**src/rtl/mips_mc_pkg.sv**
```systemverilog
// mips_mc_pkg
// Shared encodings for the multi-cycle MIPS controller: opcode and funct
// constants, ALU control codes, mux select codes and the 4-bit FSM state
// codes. Imported by mips_mc_aludec and mips_mc_controller.
// Optional feature macro used by the controller: MIPS_MC_JUMP_EN.

package mips_mc_pkg;

  // Opcodes (IR[31:26])
  localparam logic [5:0] OP_RTYPE = 6'b000000;
  localparam logic [5:0] OP_LW    = 6'b100011;
  localparam logic [5:0] OP_SW    = 6'b101011;
  localparam logic [5:0] OP_BEQ   = 6'b000100;
  localparam logic [5:0] OP_ADDI  = 6'b001000;
  localparam logic [5:0] OP_J     = 6'b000010;

  // R-type funct codes (IR[5:0])
  localparam logic [5:0] FUNCT_ADD = 6'b100000;
  localparam logic [5:0] FUNCT_SUB = 6'b100010;
  localparam logic [5:0] FUNCT_AND = 6'b100100;
  localparam logic [5:0] FUNCT_OR  = 6'b100101;
  localparam logic [5:0] FUNCT_SLT = 6'b101010;

  typedef enum logic [2:0] {
    ALU_AND = 3'b000,
    ALU_OR  = 3'b001,
    ALU_ADD = 3'b010,
    ALU_SUB = 3'b110,
    ALU_SLT = 3'b111
  } alu_ctl_t;

  typedef enum logic [1:0] {
    SRCB_B      = 2'b00,
    SRCB_FOUR   = 2'b01,
    SRCB_IMM    = 2'b10,
    SRCB_IMM_SH = 2'b11
  } src_b_t;

  typedef enum logic [1:0] {
    PCSRC_ALU    = 2'b00,
    PCSRC_ALUOUT = 2'b01,
    PCSRC_JUMP   = 2'b10
  } pc_src_t;

  typedef enum logic [3:0] {
    S_IDLE     = 4'd0,
    S_FETCH    = 4'd1,
    S_DECODE   = 4'd2,
    S_MEMADR   = 4'd3,
    S_MEMREAD  = 4'd4,
    S_MEMWB    = 4'd5,
    S_MEMWRITE = 4'd6,
    S_EXECUTE  = 4'd7,
    S_ALUWB    = 4'd8,
    S_BRANCH   = 4'd9,
    S_ADDIEX   = 4'd10,
    S_ADDIWB   = 4'd11,
    S_JUMP     = 4'd12
  } state_t;

endpackage

```
**src/rtl/mips_mc_aludec.sv**
```systemverilog
// mips_mc_aludec
// Combinational R-type funct decoder.
// Ports:
//   funct        in  6  IR[5:0]
//   alu_control  out 3  ALU operation for the funct (add when unsupported)
//   funct_legal  out 1  funct is one of add/sub/and/or/slt

module mips_mc_aludec
  import mips_mc_pkg::*;
(
  input  logic [5:0] funct,
  output logic [2:0] alu_control,
  output logic       funct_legal
);

  // Map each supported funct to its ALU code; anything else is flagged
  // so DECODE can raise illegal instead of entering EXECUTE.
  always_comb begin
    alu_control = ALU_ADD;
    funct_legal = 1'b1;
    case (funct)
      FUNCT_ADD: alu_control = ALU_ADD;
      FUNCT_SUB: alu_control = ALU_SUB;
      FUNCT_AND: alu_control = ALU_AND;
      FUNCT_OR:  alu_control = ALU_OR;
      FUNCT_SLT: alu_control = ALU_SLT;
      default:   funct_legal = 1'b0;
    endcase
  end

endmodule

```
**src/rtl/mips_mc_controller.sv**
```systemverilog
// mips_mc_controller
// Multi-cycle control FSM for a shared-memory MIPS datapath (one memory
// port for fetch and data). Sequences add/sub/and/or/slt/lw/sw/beq/addi and,
// when MIPS_MC_JUMP_EN is defined, j. Stalls FETCH/MEMREAD/MEMWRITE until
// mem_ready.
// Ports:
//   clk, rst_n        clock, asynchronous active-low reset
//   op, funct         latched IR fields
//   zero              ALU zero flag (beq)
//   mem_ready         memory finishes the current access this cycle
//   mem_req, mem_we   memory request / write enable
//   iord              address select (0 PC, 1 ALUOut)
//   ir_we, pc_we      IR / PC load enables
//   reg_we, reg_dst, mem_to_reg   register file write controls
//   alu_src_a, alu_src_b, alu_control  ALU operand/operation selects
//   pc_src            next-PC select
//   retire            pulse on the final cycle of an instruction
//   illegal           pulse when an unsupported instruction is decoded
//   state             current state code (debug)

module mips_mc_controller
  import mips_mc_pkg::*;
(
  input  logic       clk,
  input  logic       rst_n,
  input  logic [5:0] op,
  input  logic [5:0] funct,
  input  logic       zero,
  input  logic       mem_ready,
  output logic       mem_req,
  output logic       mem_we,
  output logic       iord,
  output logic       ir_we,
  output logic       pc_we,
  output logic       reg_we,
  output logic       reg_dst,
  output logic       mem_to_reg,
  output logic       alu_src_a,
  output logic [1:0] alu_src_b,
  output logic [2:0] alu_control,
  output logic [1:0] pc_src,
  output logic       retire,
  output logic       illegal,
  output logic [3:0] state
);

  state_t     state_q;
  state_t     state_d;
  state_t     dec_next;
  logic       dec_illegal;
  logic [2:0] funct_alu;
  logic       funct_legal;

  mips_mc_aludec u_aludec (
    .funct       (funct),
    .alu_control (funct_alu),
    .funct_legal (funct_legal)
  );

  // Opcode dispatch used by DECODE. Unsupported encodings return to FETCH
  // and raise illegal; the PC already advanced during FETCH.
  always_comb begin
    dec_next    = S_FETCH;
    dec_illegal = 1'b0;
    case (op)
      OP_LW, OP_SW: dec_next = S_MEMADR;
      OP_RTYPE: begin
        if (funct_legal) dec_next = S_EXECUTE;
        else             dec_illegal = 1'b1;
      end
      OP_BEQ:  dec_next = S_BRANCH;
      OP_ADDI: dec_next = S_ADDIEX;
      OP_J: begin
`ifdef MIPS_MC_JUMP_EN
        dec_next = S_JUMP;
`else
        dec_illegal = 1'b1;
`endif
      end
      default: dec_illegal = 1'b1;
    endcase
  end

  // State register; reset abandons any in-flight access by going to IDLE.
  always_ff @(posedge clk or negedge rst_n) begin
    if (!rst_n) state_q <= S_IDLE;
    else        state_q <= state_d;
  end

  // Next-state logic. Memory states hold until mem_ready.
  always_comb begin
    state_d = S_FETCH;
    case (state_q)
      S_IDLE:     state_d = S_FETCH;
      S_FETCH:    state_d = mem_ready ? S_DECODE : S_FETCH;
      S_DECODE:   state_d = dec_next;
      S_MEMADR:   state_d = (op == OP_LW) ? S_MEMREAD : S_MEMWRITE;
      S_MEMREAD:  state_d = mem_ready ? S_MEMWB : S_MEMREAD;
      S_MEMWB:    state_d = S_FETCH;
      S_MEMWRITE: state_d = mem_ready ? S_FETCH : S_MEMWRITE;
      S_EXECUTE:  state_d = S_ALUWB;
      S_ALUWB:    state_d = S_FETCH;
      S_BRANCH:   state_d = S_FETCH;
      S_ADDIEX:   state_d = S_ADDIWB;
      S_ADDIWB:   state_d = S_FETCH;
`ifdef MIPS_MC_JUMP_EN
      S_JUMP:     state_d = S_FETCH;
`endif
      default:    state_d = S_FETCH;
    endcase
  end

  // Output decode from the state register. Only the FETCH enables, the
  // sw completion retire, the branch pc_we and the DECODE illegal pulse
  // look at inputs.
  always_comb begin
    mem_req     = 1'b0;
    mem_we      = 1'b0;
    iord        = 1'b0;
    ir_we       = 1'b0;
    pc_we       = 1'b0;
    reg_we      = 1'b0;
    reg_dst     = 1'b0;
    mem_to_reg  = 1'b0;
    alu_src_a   = 1'b0;
    alu_src_b   = SRCB_B;
    alu_control = ALU_ADD;
    pc_src      = PCSRC_ALU;
    retire      = 1'b0;
    illegal     = 1'b0;
    case (state_q)
      S_IDLE: alu_control = ALU_AND;
      S_FETCH: begin
        mem_req   = 1'b1;
        alu_src_b = SRCB_FOUR;
        ir_we     = mem_ready;
        pc_we     = mem_ready;
      end
      S_DECODE: begin
        alu_src_b = SRCB_IMM_SH;
        illegal   = dec_illegal;
      end
      S_MEMADR: begin
        alu_src_a = 1'b1;
        alu_src_b = SRCB_IMM;
      end
      S_MEMREAD: begin
        mem_req = 1'b1;
        iord    = 1'b1;
      end
      S_MEMWB: begin
        reg_we     = 1'b1;
        mem_to_reg = 1'b1;
        retire     = 1'b1;
      end
      S_MEMWRITE: begin
        mem_req = 1'b1;
        mem_we  = 1'b1;
        iord    = 1'b1;
        retire  = mem_ready;
      end
      S_EXECUTE: begin
        alu_src_a   = 1'b1;
        alu_control = funct_alu;
      end
      S_ALUWB: begin
        reg_we  = 1'b1;
        reg_dst = 1'b1;
        retire  = 1'b1;
      end
      S_BRANCH: begin
        alu_src_a   = 1'b1;
        alu_control = ALU_SUB;
        pc_src      = PCSRC_ALUOUT;
        pc_we       = zero;
        retire      = 1'b1;
      end
      S_ADDIEX: begin
        alu_src_a = 1'b1;
        alu_src_b = SRCB_IMM;
      end
      S_ADDIWB: begin
        reg_we = 1'b1;
        retire = 1'b1;
      end
`ifdef MIPS_MC_JUMP_EN
      S_JUMP: begin
        pc_src = PCSRC_JUMP;
        pc_we  = 1'b1;
        retire = 1'b1;
      end
`endif
      default: illegal = 1'b1;
    endcase
  end

  assign state = state_q;

endmodule

```
**config.mk**
```make
export PLATFORM = sky130hd
export DESIGN_NAME = mips_mc_controller
export DESIGN_NICKNAME = d
export VERILOG_FILES = /design/src/rtl/mips_mc_pkg.sv /design/src/rtl/mips_mc_aludec.sv /design/src/rtl/mips_mc_controller.sv
export SDC_FILE = /design/constraint.sdc
export NUM_CORES = 1
export LEC_CHECK = 0
export CAP_MARGIN = 20
export CORE_MARGIN = 2
export CORE_UTILIZATION = 40
export CTS_BUF_LIST = sky130_fd_sc_hd__clkbuf_4
export DETAILED_ROUTE_END_ITERATION = 6
export GPL_ROUTABILITY_DRIVEN = 0
export PLACE_DENSITY = 0.92
export SETUP_SLACK_MARGIN = 0.05
export SLEW_MARGIN = 10
export SYNTH_ARGS = -nofsm -noshare
export SYNTH_HDL_FRONTEND = slang
export SYNTH_HIERARCHICAL = 1
export SYNTH_SLANG_ARGS = --single-unit
```
**constraint.sdc**
```tcl
create_clock -name clk -period 2 [get_ports clk]
set_input_delay 0.2 -clock clk [delete_from_list [all_inputs] [get_ports clk]]
set_output_delay 0.2 -clock clk [all_outputs]
set_load 0.02 [all_outputs]
```
==> metrics.yaml, run 1 <==
die_area_um2: 1970
netSwitchingFraction: 0.497
ys_ff_latch: 4
initial_core_util: 0.429
r2r_slack_ns: 0.58
timing.fmax_ghz: 0.539
p_per_area_nw_per_um2: 1060
ctsHtreeMaxLevel: 1
skew_ns: 0.00763
cts_hold_buf: 0
drv_cap: 0
ys_seq_area_frac: 0.153
netlist-cell-type-count: 36
layout.nets: 170
dr.first_iter.drc_count: 16
row_count: 14
critPathRequiredTime_ns: 1.80
grtUsageMet1: 0.290
synthesis.nets: 112
fin_crit_sh: 0.927
critPathMaxFanout: 7
via_per_inst: 5.66
hold_path.class: "in2async"
grt_pass1_vias: 898
wire_per_inst_um: 14.0
cts_tree: "done"
finalPower_w: 0.00131
grt_max_degree: 11
core_area_um2: 1520
synth_most_common_cell: "nor2_1"
num_vias: 951
drtPass1Iterations: 4
clock-sinks: 4
hpwl_um: 1930
p_clk_frac: 0.081
cp-end-kind: "output pin"
syn_inst: 96
grt_busiest_layer: "met2"
clk_path_buf_depth: 2
run_status: "finished, final reports clean"
setup_viol: 0
die_y_um: 44.4
die_w_um: 44.4
clk_latency_ns: 0.25
syn_to_final_growth_pct: 89.1
diodes: 0
yosys.area.top_type: "dfrtp_1"
leakagePower_nw: 0.605
synth_common_cells: "nor2_1 (17), a21oi_1 (8), nand2b_1 (7), o21ai_0 (6)"
synthFlopType: "dfrtp_1"
netlist_top_cells_area: "dfrtp_1 (15%), nor2_1 (9.8%), nand2b_1 (6.7%)"
p_sw_w: 0.000650
detail-route-antenna-nets: 0
fill_cells: 99
grt_pass1_wl_um: 3860
globalRouteOverflowTotal: 0
critPathKind: "reg2out"
boundaryPins: 38
fin_crit_ns: 1.85
cts-buffers-inserted: 3
synth_edf_count: 0
antenna_found_initial: 0
synth_top_cell_area_share: 0.153
grtUsageTotal: 0.261
cp-start-kind: "flip-flop"
io_buffers: 36
cp_data_arrival_time_ns: 1.65
drc_errors: 0
preCtsSetupSlack_ns: -0.550
slew_viol_final: 0
gr-usage-met2: 0.518
root_buffer: "clkbuf_4"
grt_setup_unrepaired: "false"
wl_um: 2350
ir_worst_vdd_uv: 647
finalHoldViolCount: 0
synth.cell_area_um2: 653
postSynth.asyncResetShare: 1.00
seqPwrFrac: 0.123
use_met3: 0.00408
path_clk_slew_ns: 0.04
design_area_um2: 1230
drive_gt1_frac: 0.270
fin_ws_ns: 0.146
largest_reg_flops: 4
fin_tns_setup_ns: 0
post_cts_buffers: 0
dpl_cell_area_um2: 1170
yosysWarnings: 6
intPower_w: 0.000659
avgSynthCellArea_um2: 6.80
comb_power_share: 0.796
## what timing repair did
action	CTS	global route
endpoints found under the setup margin	14	8
gates resized for setup	29	14
pin swaps	0	2
## power by group through the flow
stage,Sequential (W),Clock [W],Combinational [W]
finish,0.000162,0.000105,0.00104
global route,0.000166,0.000107,0.00113
CTS,0.000158,0.000104,0.00102
detailed placement,0.000158,0,0.00109
global placement,0.000157,0,0.00106
floorplan,0.000188,0,0.000516
## cell usage in the layout, fill, tap and decap left out, drive strengths merged, types with 3 or more instances in the layout
cell type,synthesis,routed
a21oi,8,8
buf,5,25
clkbuf,1,3
clkdlybuf4s50,0,14
dfrtp,4,4
dlygate4sd2,0,12
dlymetal6s2s,0,6
nand2,5,5
nand2b,8,8
nand3,5,5
nand4bb,3,3
nor2,17,17
nor2b,5,5
nor3,5,5
o21ai,6,6
## critical path: stages, from the launching register on
cell and delay (ns):
dfrtp_1 0.44, nand2b_2 0.26, nor2_1 0.15, a21oi_1 0.09, o22ai_1 0.13, dlygate4sd2_1 0.35
## cell families (layout without fill, tap and decap cells)
family	count (synthesis)	after routing	synth area share
flip-flops	4	4	0.153
multiplexers	2	2	0.0326
other	1	1	0.00574
AND/OR/NAND/NOR	59	59	0.531
buffers and inverters	6	62	0.0479
AO/OA/AOI/OAI	23	23	0.216
XOR/XNOR	1	1	0.0134
## routing by layer
layer | vias up | share of wire
li1 | 468 | -
met1 | 446 | 0.42
met2 | 31 | 0.53
met3 | 6 | 0.030
met4 | 0 | 0.020
met5 | - | 0
## final cells by class
type | count | area [um^2] | area share
tap | 16 | 20.0 | 0.0162
sequential | 4 | 100 | 0.0811
multi-input combinational | 86 | 562 | 0.455
clock buffer | 3 | 22.5 | 0.0182
timing repair buffer | 59 | 531 | 0.430
## per-stage QoR
stage	utilization	std cells	hold WS, ns
after CTS	0.784	168	0.164
after global routing	0.810	168	0.185
after global placement	0.771	165	0.411
after floorplan	-	96	-0.0956
after detailed placement	0.771	165	0.415
final	0.810	168	0.156
## final timing paths
path,from,endpoint,cells after the start
setup reg to reg,state[0]$_DFF_PN0_,state[1]$_DFF_PN0_,4
min in group clk,funct[3],state[2]$_DFF_PN0_,6
max in group asynchronous,rst_n,state[2]$_DFF_PN0_,1
hold / removal,rst_n,state[1]$_DFF_PN0_,1
hold reg to reg,state[0]$_DFF_PN0_,state[3]$_DFF_PN0_,4
setup / recovery,state[2]$_DFF_PN0_,reg_we,5
Power figures use the tool's default switching activity.
==> run 2, diff against run 1 <==
--- a/config.mk
+++ b/config.mk
@@ -18,3 +18,4 @@
 export SYNTH_HDL_FRONTEND = slang
 export SYNTH_HIERARCHICAL = 1
 export SYNTH_SLANG_ARGS = --single-unit
+export TNS_END_PERCENT = 20
==> constraint.sdc (replaced) <==
create_clock -name clk -period 2 [get_ports clk]
set_input_delay 0.2 -clock clk [delete_from_list [all_inputs] [get_ports clk]]
set_output_delay 0.2 -clock clk [all_outputs]
set_load 0.05 [all_outputs]
==> run 2 against run 1 <==
Against the previous run:
- the run now ends with negative setup slack left
- critical endpoint is now alu_control[1]
- non-clock buffer count fell by 16
- largest power group unchanged
- sequential share of layout area rose by 0.10 points
- count of clock-buffer cells in the layout did not move
- fmax fell by 7.7%
==> metrics.yaml, run 2 (same netlist as run 1, synthesis figures left out) <==
diodes: 0  # unchanged
run_status: "finished with violations"
num_vias: 911  # -4.2%
via_per_inst: 5.99  # +5.9%
design_area_um2: 1230  # unchanged
grtUsageTotal: 0.244  # -0.0165
fin_ws_ns: -0.00846  # -0.154 ns
instances_no_fill: 152  # -9.5%
root_buffer: "clkbuf_4"
initial_core_util: 0.429  # unchanged
fin_crit_ns: 2.01  # +0.154 ns
drv_cap: 0  # unchanged
clk_latency_ns: 0.24  # about the same
timing.fmax_ghz: 0.498  # -7.7%
grtUsageMet1: 0.271  # -0.0186
globalRouteOverflowTotal: 0  # unchanged
wire_per_inst_um: 15.0  # +7.8%
die_w_um: 44.4  # unchanged
skew_ns: 0.00457  # -0.00306 ns
layout.nets: 154  # -9.4%
final_cell_mix: "nor2_1 (17), buf_12 (15), clkdlybuf4s50_1 (13)"
cts_hold_buf: 0  # unchanged
drive_gt1_frac: 0.294  # +0.0244
slew_headroom: 0.652
setup_viol: 1  # +1
ctsHtreeMaxLevel: 1  # unchanged
critPathRequiredTime_ns: 1.80  # about the same
detail-route-antenna-nets: 0  # unchanged
drtPass1Iterations: 4  # unchanged
cp-end-kind: "output pin"
cp-start-kind: "input pin"
core_area_um2: 1520  # unchanged
dpl_cell_area_um2: 1190  # +1.3%
use_met3: 0.0327  # +0.0286
cts_tree: "done"
grt_max_degree: 17  # +6
tightest_slew_ns: 0.518
syn_to_final_growth_pct: 89.1  # unchanged
grt_busiest_layer: "met2"
p_per_area_nw_per_um2: 1520  # +44%
row_count: 14  # unchanged
clk_path_buf_depth: 2  # unchanged
leakagePower_nw: 0.485  # -20%
grt_pass1_wl_um: 3630  # -6.1%
critPathMaxFanout: 2  # -5
cp_data_arrival_time_ns: 1.81  # +0.16 ns
r2r_cells: 4  # unchanged
wl_um: 2290  # -2.5%
critPathKind: "in2out"
slew_viol_final: 0  # unchanged
hold_path.class: "in2async"
gr-usage-met2: 0.441  # -0.0765
post_cts_buffers: 0  # unchanged
dr.first_iter.drc_count: 25  # +9
dp_cells: 149  # -9.7%
preCtsSetupSlack_ns: -0.141  # +0.409 ns
boundaryPins: 38  # unchanged
fin_crit_sh: 1.00  # +0.0772
die_area_um2: 1970  # unchanged
antenna_found_initial: 0  # unchanged
clock-sinks: 4  # unchanged
path_clk_slew_ns: 0.04  # about the same
ir_worst_vdd_uv: 1240  # +92%
mostFrequentLayoutCell: "nor2_1"
register_area_um2: 101  # +1.2%
io_buffers: 36  # unchanged
die_y_um: 44.4  # unchanged
postLayoutCoreUtil: 0.810  # unchanged
hpwl_um: 1770  # -8.4%
hold_slack_ns: 0.164  # +0.00830 ns
fill_cells: 97  # -2.0%
grt_pass1_vias: 901  # +0.33%
largest_reg_flops: 4  # unchanged
cts-buffers-inserted: 3  # unchanged
multi_input_area_um2: 538  # -4.2%
drc_errors: 0  # unchanged
finalHoldViolCount: 0  # unchanged
grt_setup_unrepaired: "true"
violations: "negative setup slack"
-- run 2: changes by cell type in the layout (fill, tap and decap cells not counted), sizes merged --
cell / previous run / this run
buf: 25 / 28
clkdlybuf4s15: 2 / 0
clkdlybuf4s50: 14 / 13
dlygate4sd2: 12 / 2
dlymetal6s2s: 6 / 0
-- run 2: per-stage QoR --
step,total power (W),TNS [ns]
floorplan,0.00105,-0.820
global placement,0.00171,-0.224
detailed placement,0.00173,-0.332
CTS,0.00187,0
global route,0.00195,-0.0181
finish,0.00188,-0.00846
-- run 2: path summary, 6_finish.rpt --
path	startpoint	endpoint	slack (ns)
max	funct[4]	alu_control[1]	-0.008
min	rst_n	state[0]$_DFF_PN0_	0.16
max reg2reg	state[2]$_DFF_PN0_	state[1]$_DFF_PN0_	0.46
min reg2reg	state[0]$_DFF_PN0_	state[3]$_DFF_PN0_	0.68
max in group asynchronous	rst_n	state[3]$_DFF_PN0_	1.65
min in group clk	state[0]$_DFF_PN0_	state[3]$_DFF_PN0_	0.68
-- run 2: what timing repair did --
item | in CTS | in global routing
gates resized for setup | 6 | 3
setup endpoints to repair | 4 | 6
gates cloned | 0 | 0
pin swaps | 1 | 1
-- run 2: worst max-delay path, cell delays in order --
cell	delay, ns
clkdlybuf4s50_1	0.42
nand2b_4	0.15
or4b_4	0.50
nor2_1	0.10
a21oi_1	0.07
or2_4	0.23
buf_8	0.15
-- run 2: final cells by class --
class | count | share of cell area
repair buffers | 43 | 0.448
flip-flops and latches | 4 | 0.0821
clock buffers | 3 | 0.0182
well taps | 16 | 0.0162
multi-input cells | 86 | 0.436
-- run 2: where the power goes --
part           switching, W  total, W  internal, W
clock             0.0000353  0.000103    0.0000673
sequential        0.0000596  0.000171     0.000112
combinational      0.000939   0.00161     0.000668
total               0.00103   0.00188     0.000847
-- run 2: routing by layer --
layer  wire length [um]  up-vias  part of all wire
li1                   -      434                 -
met1                896      425              0.39
met2               1240       48              0.54
met3                130        4             0.057
met4                 19        0            0.0083
met5                  0        -                 0
==> run 3, diff against run 2 <==
--- a/config.mk
+++ b/config.mk
@@ -12,6 +12,7 @@
 export DETAILED_ROUTE_END_ITERATION = 6
 export GPL_ROUTABILITY_DRIVEN = 0
 export PLACE_DENSITY = 0.92
+export RECOVER_POWER = 25
 export SETUP_SLACK_MARGIN = 0.05
 export SLEW_MARGIN = 10
 export SYNTH_ARGS = -nofsm -noshare
==> run 3 against run 2 <==
Against the previous run:
- the flow still finishes with violations (negative setup slack)
- fmax about the same
- core utilization shrank 0.25 points
- highest routed layer unchanged
- sequential power about the same
- clock power about the same
- critical endpoint unchanged
==> metrics.yaml, run 3 (same netlist as run 1, synthesis figures left out) <==
largest_reg_flops: 4  # unchanged
intPower_w: 0.000841  # -0.70%
tightest_slew_ns: 0.592  # +0.0742 ns
grt_pass1_vias: 901  # unchanged
grt_pass1_wl_um: 3630  # unchanged
cp-end-kind: "output pin"
fin_ws_ns: -0.0101  # -0.00165 ns
cts-buffers-inserted: 3  # unchanged
dp_cells: 149  # unchanged
finalHoldViolCount: 0  # unchanged
post_cts_buffers: 0  # unchanged
grt_setup_unrepaired: "true"
clock-sinks: 4  # unchanged
syn_to_final_growth_pct: 88.5
dr.first_iter.drc_count: 25  # unchanged
detail-route-antenna-nets: 0  # unchanged
hpwl_um: 1770  # unchanged
critPathRequiredTime_ns: 1.80  # about the same
io_buffers: 36  # unchanged
layout.nets: 154  # unchanged
antenna_found_initial: 0  # unchanged
clk_latency_ns: 0.24  # about the same
skew_ns: 0.00457  # -0.0000000100 ns
grtUsageTotal: 0.244  # unchanged
cp-start-kind: "input pin"
die_w_um: 44.4  # unchanged
initial_core_util: 0.429  # unchanged
root_buffer: "clkbuf_4"
violations: "negative setup slack"
boundaryPins: 38  # unchanged
ctsHtreeMaxLevel: 1  # unchanged
drc_errors: 0  # unchanged
grt_max_degree: 17  # unchanged
cts_hold_buf: 0  # unchanged
final_cell_mix: "nor2_1 (17), buf_12 (15), clkdlybuf4s50_1 (12)"
hold_path.class: "in2async"
cts_tree: "done"
drv_cap: 0  # unchanged
core_area_um2: 1520  # unchanged
netSwitchingFraction: 0.551  # +0.00178
p_sw_w: 0.00103  # about the same
wl_um: 2290  # +0.31%
critPathMaxFanout: 2  # unchanged
fin_crit_ns: 2.01  # +0.00165 ns
p_clk_frac: 0.055  # about the same
wire_per_inst_um: 15.1  # +0.31%
num_vias: 899  # -1.3%
leakagePower_nw: 0.482  # -0.77%
clk_path_buf_depth: 2  # unchanged
p_per_area_nw_per_um2: 1520  # about the same
globalRouteOverflowTotal: 0  # unchanged
fin_crit_sh: 1.01  # about the same
row_count: 14  # unchanged
run_status: "finished with violations"
seqPwrFrac: 0.091  # about the same
drtPass1Iterations: 4  # unchanged
instances_no_fill: 152  # unchanged
drive_gt1_frac: 0.287  # -0.00735
setup_viol: 1  # unchanged
slew_headroom: 0.607  # -0.0446
cp_data_arrival_time_ns: 1.81  # about the same
die_area_um2: 1970  # unchanged
diodes: 0  # unchanged
dpl_cell_area_um2: 1190  # unchanged
path_clk_slew_ns: 0.04  # about the same
comb_power_share: 0.854  # about the same
ir_worst_vdd_uv: 1240  # about the same
slew_viol_final: 0  # unchanged
timing.fmax_ghz: 0.497  # about the same
mostFrequentLayoutCell: "nor2_1"
design_area_um2: 1230  # -0.30%
critPathKind: "in2out"
die_y_um: 44.4  # unchanged
via_per_inst: 5.91  # -1.3%
==> run 3: cell count changes in the layout (fill, tap and decap cells not counted) <==
cell and change:
buf_4 -1, clkbuf_1 +1, clkdlybuf4s50_1 -1, dlygate4sd3_1 +1
==> run 3: power by group through the flow <==
stage	logic [W]	registers [W]	clock network, W
after floorplan	0.000798	0.000253	0
after global placement	0.00155	0.000164	0
after detailed placement	0.00157	0.000168	0
after CTS	0.00160	0.000168	0.000101
after global routing	0.00166	0.000178	0.000106
final	0.00160	0.000171	0.000103
==> run 3: critical path, cell delays in order <==
cell	delay [ns]
clkdlybuf4s50_1	0.42
nand2b_4	0.15
or4b_4	0.50
nor2_1	0.10
a21oi_1	0.07
or2_4	0.23
buf_8	0.15
==> run 3: final cells by class <==
class / count / area, um^2
tap: 16 / 20.0
multi-input combinational: 86 / 538
timing repair buffer: 43 / 549
clock buffer: 3 / 22.5
fill: 97 / 293
sequential: 4 / 101
==> run 3: worst paths after layout <==
path | startpoint | endpoint | slack (ns) | cells after the start
worst max-delay path | funct[4] | alu_control[1] | -0.01 | 7
worst min-delay path | rst_n | state[0]$_DFF_PN0_ | 0.23 | 1
worst max register to register | state[2]$_DFF_PN0_ | state[1]$_DFF_PN0_ | 0.46 | 4
worst min register to register | state[0]$_DFF_PN0_ | state[3]$_DFF_PN0_ | 0.68 | 3
max in group asynchronous | rst_n | state[3]$_DFF_PN0_ | 1.58 | 1
min in group clk | state[0]$_DFF_PN0_ | state[3]$_DFF_PN0_ | 0.68 | 3
==> run 3: timing repair <==
action                                 4_1_cts  5_1_grt
endpoints found under the hold margin        0        0
resized for setup                            6        3
cloned                                       0        0
pin swaps                                    1        1
setup endpoints to repair                    4        6
==> run 3: layer usage <==
metal | GRT usage | wire length (um) | part of all wire
met5 | 0 | 0 | 0
met3 | 0.0327 | 120 | 0.052
met1 | 0.271 | 904 | 0.39
met2 | 0.441 | 1270 | 0.55
met4 | 0.139 | 4 | 0.0017
==> run 3: metrics by stage <==
| stage | worst slack [ns] | hold WS (ns) | TNS [ns] | total power, W | util |
|---|---|---|---|---|---|
| final | -0.0101 | 0.235 | -0.0101 | 0.00187 | 0.808 |
| after global routing | -0.0181 | 0.257 | -0.0181 | 0.00195 | 0.808 |
| after CTS | 0.00296 | 0.170 | 0 | 0.00187 | 0.804 |
| after detailed placement | -0.141 | 0.414 | -0.332 | 0.00173 | 0.781 |
| after global placement | -0.0864 | 0.405 | -0.224 | 0.00171 | 0.781 |
| after floorplan | -0.255 | -0.0956 | -0.820 | 0.00105 | - |
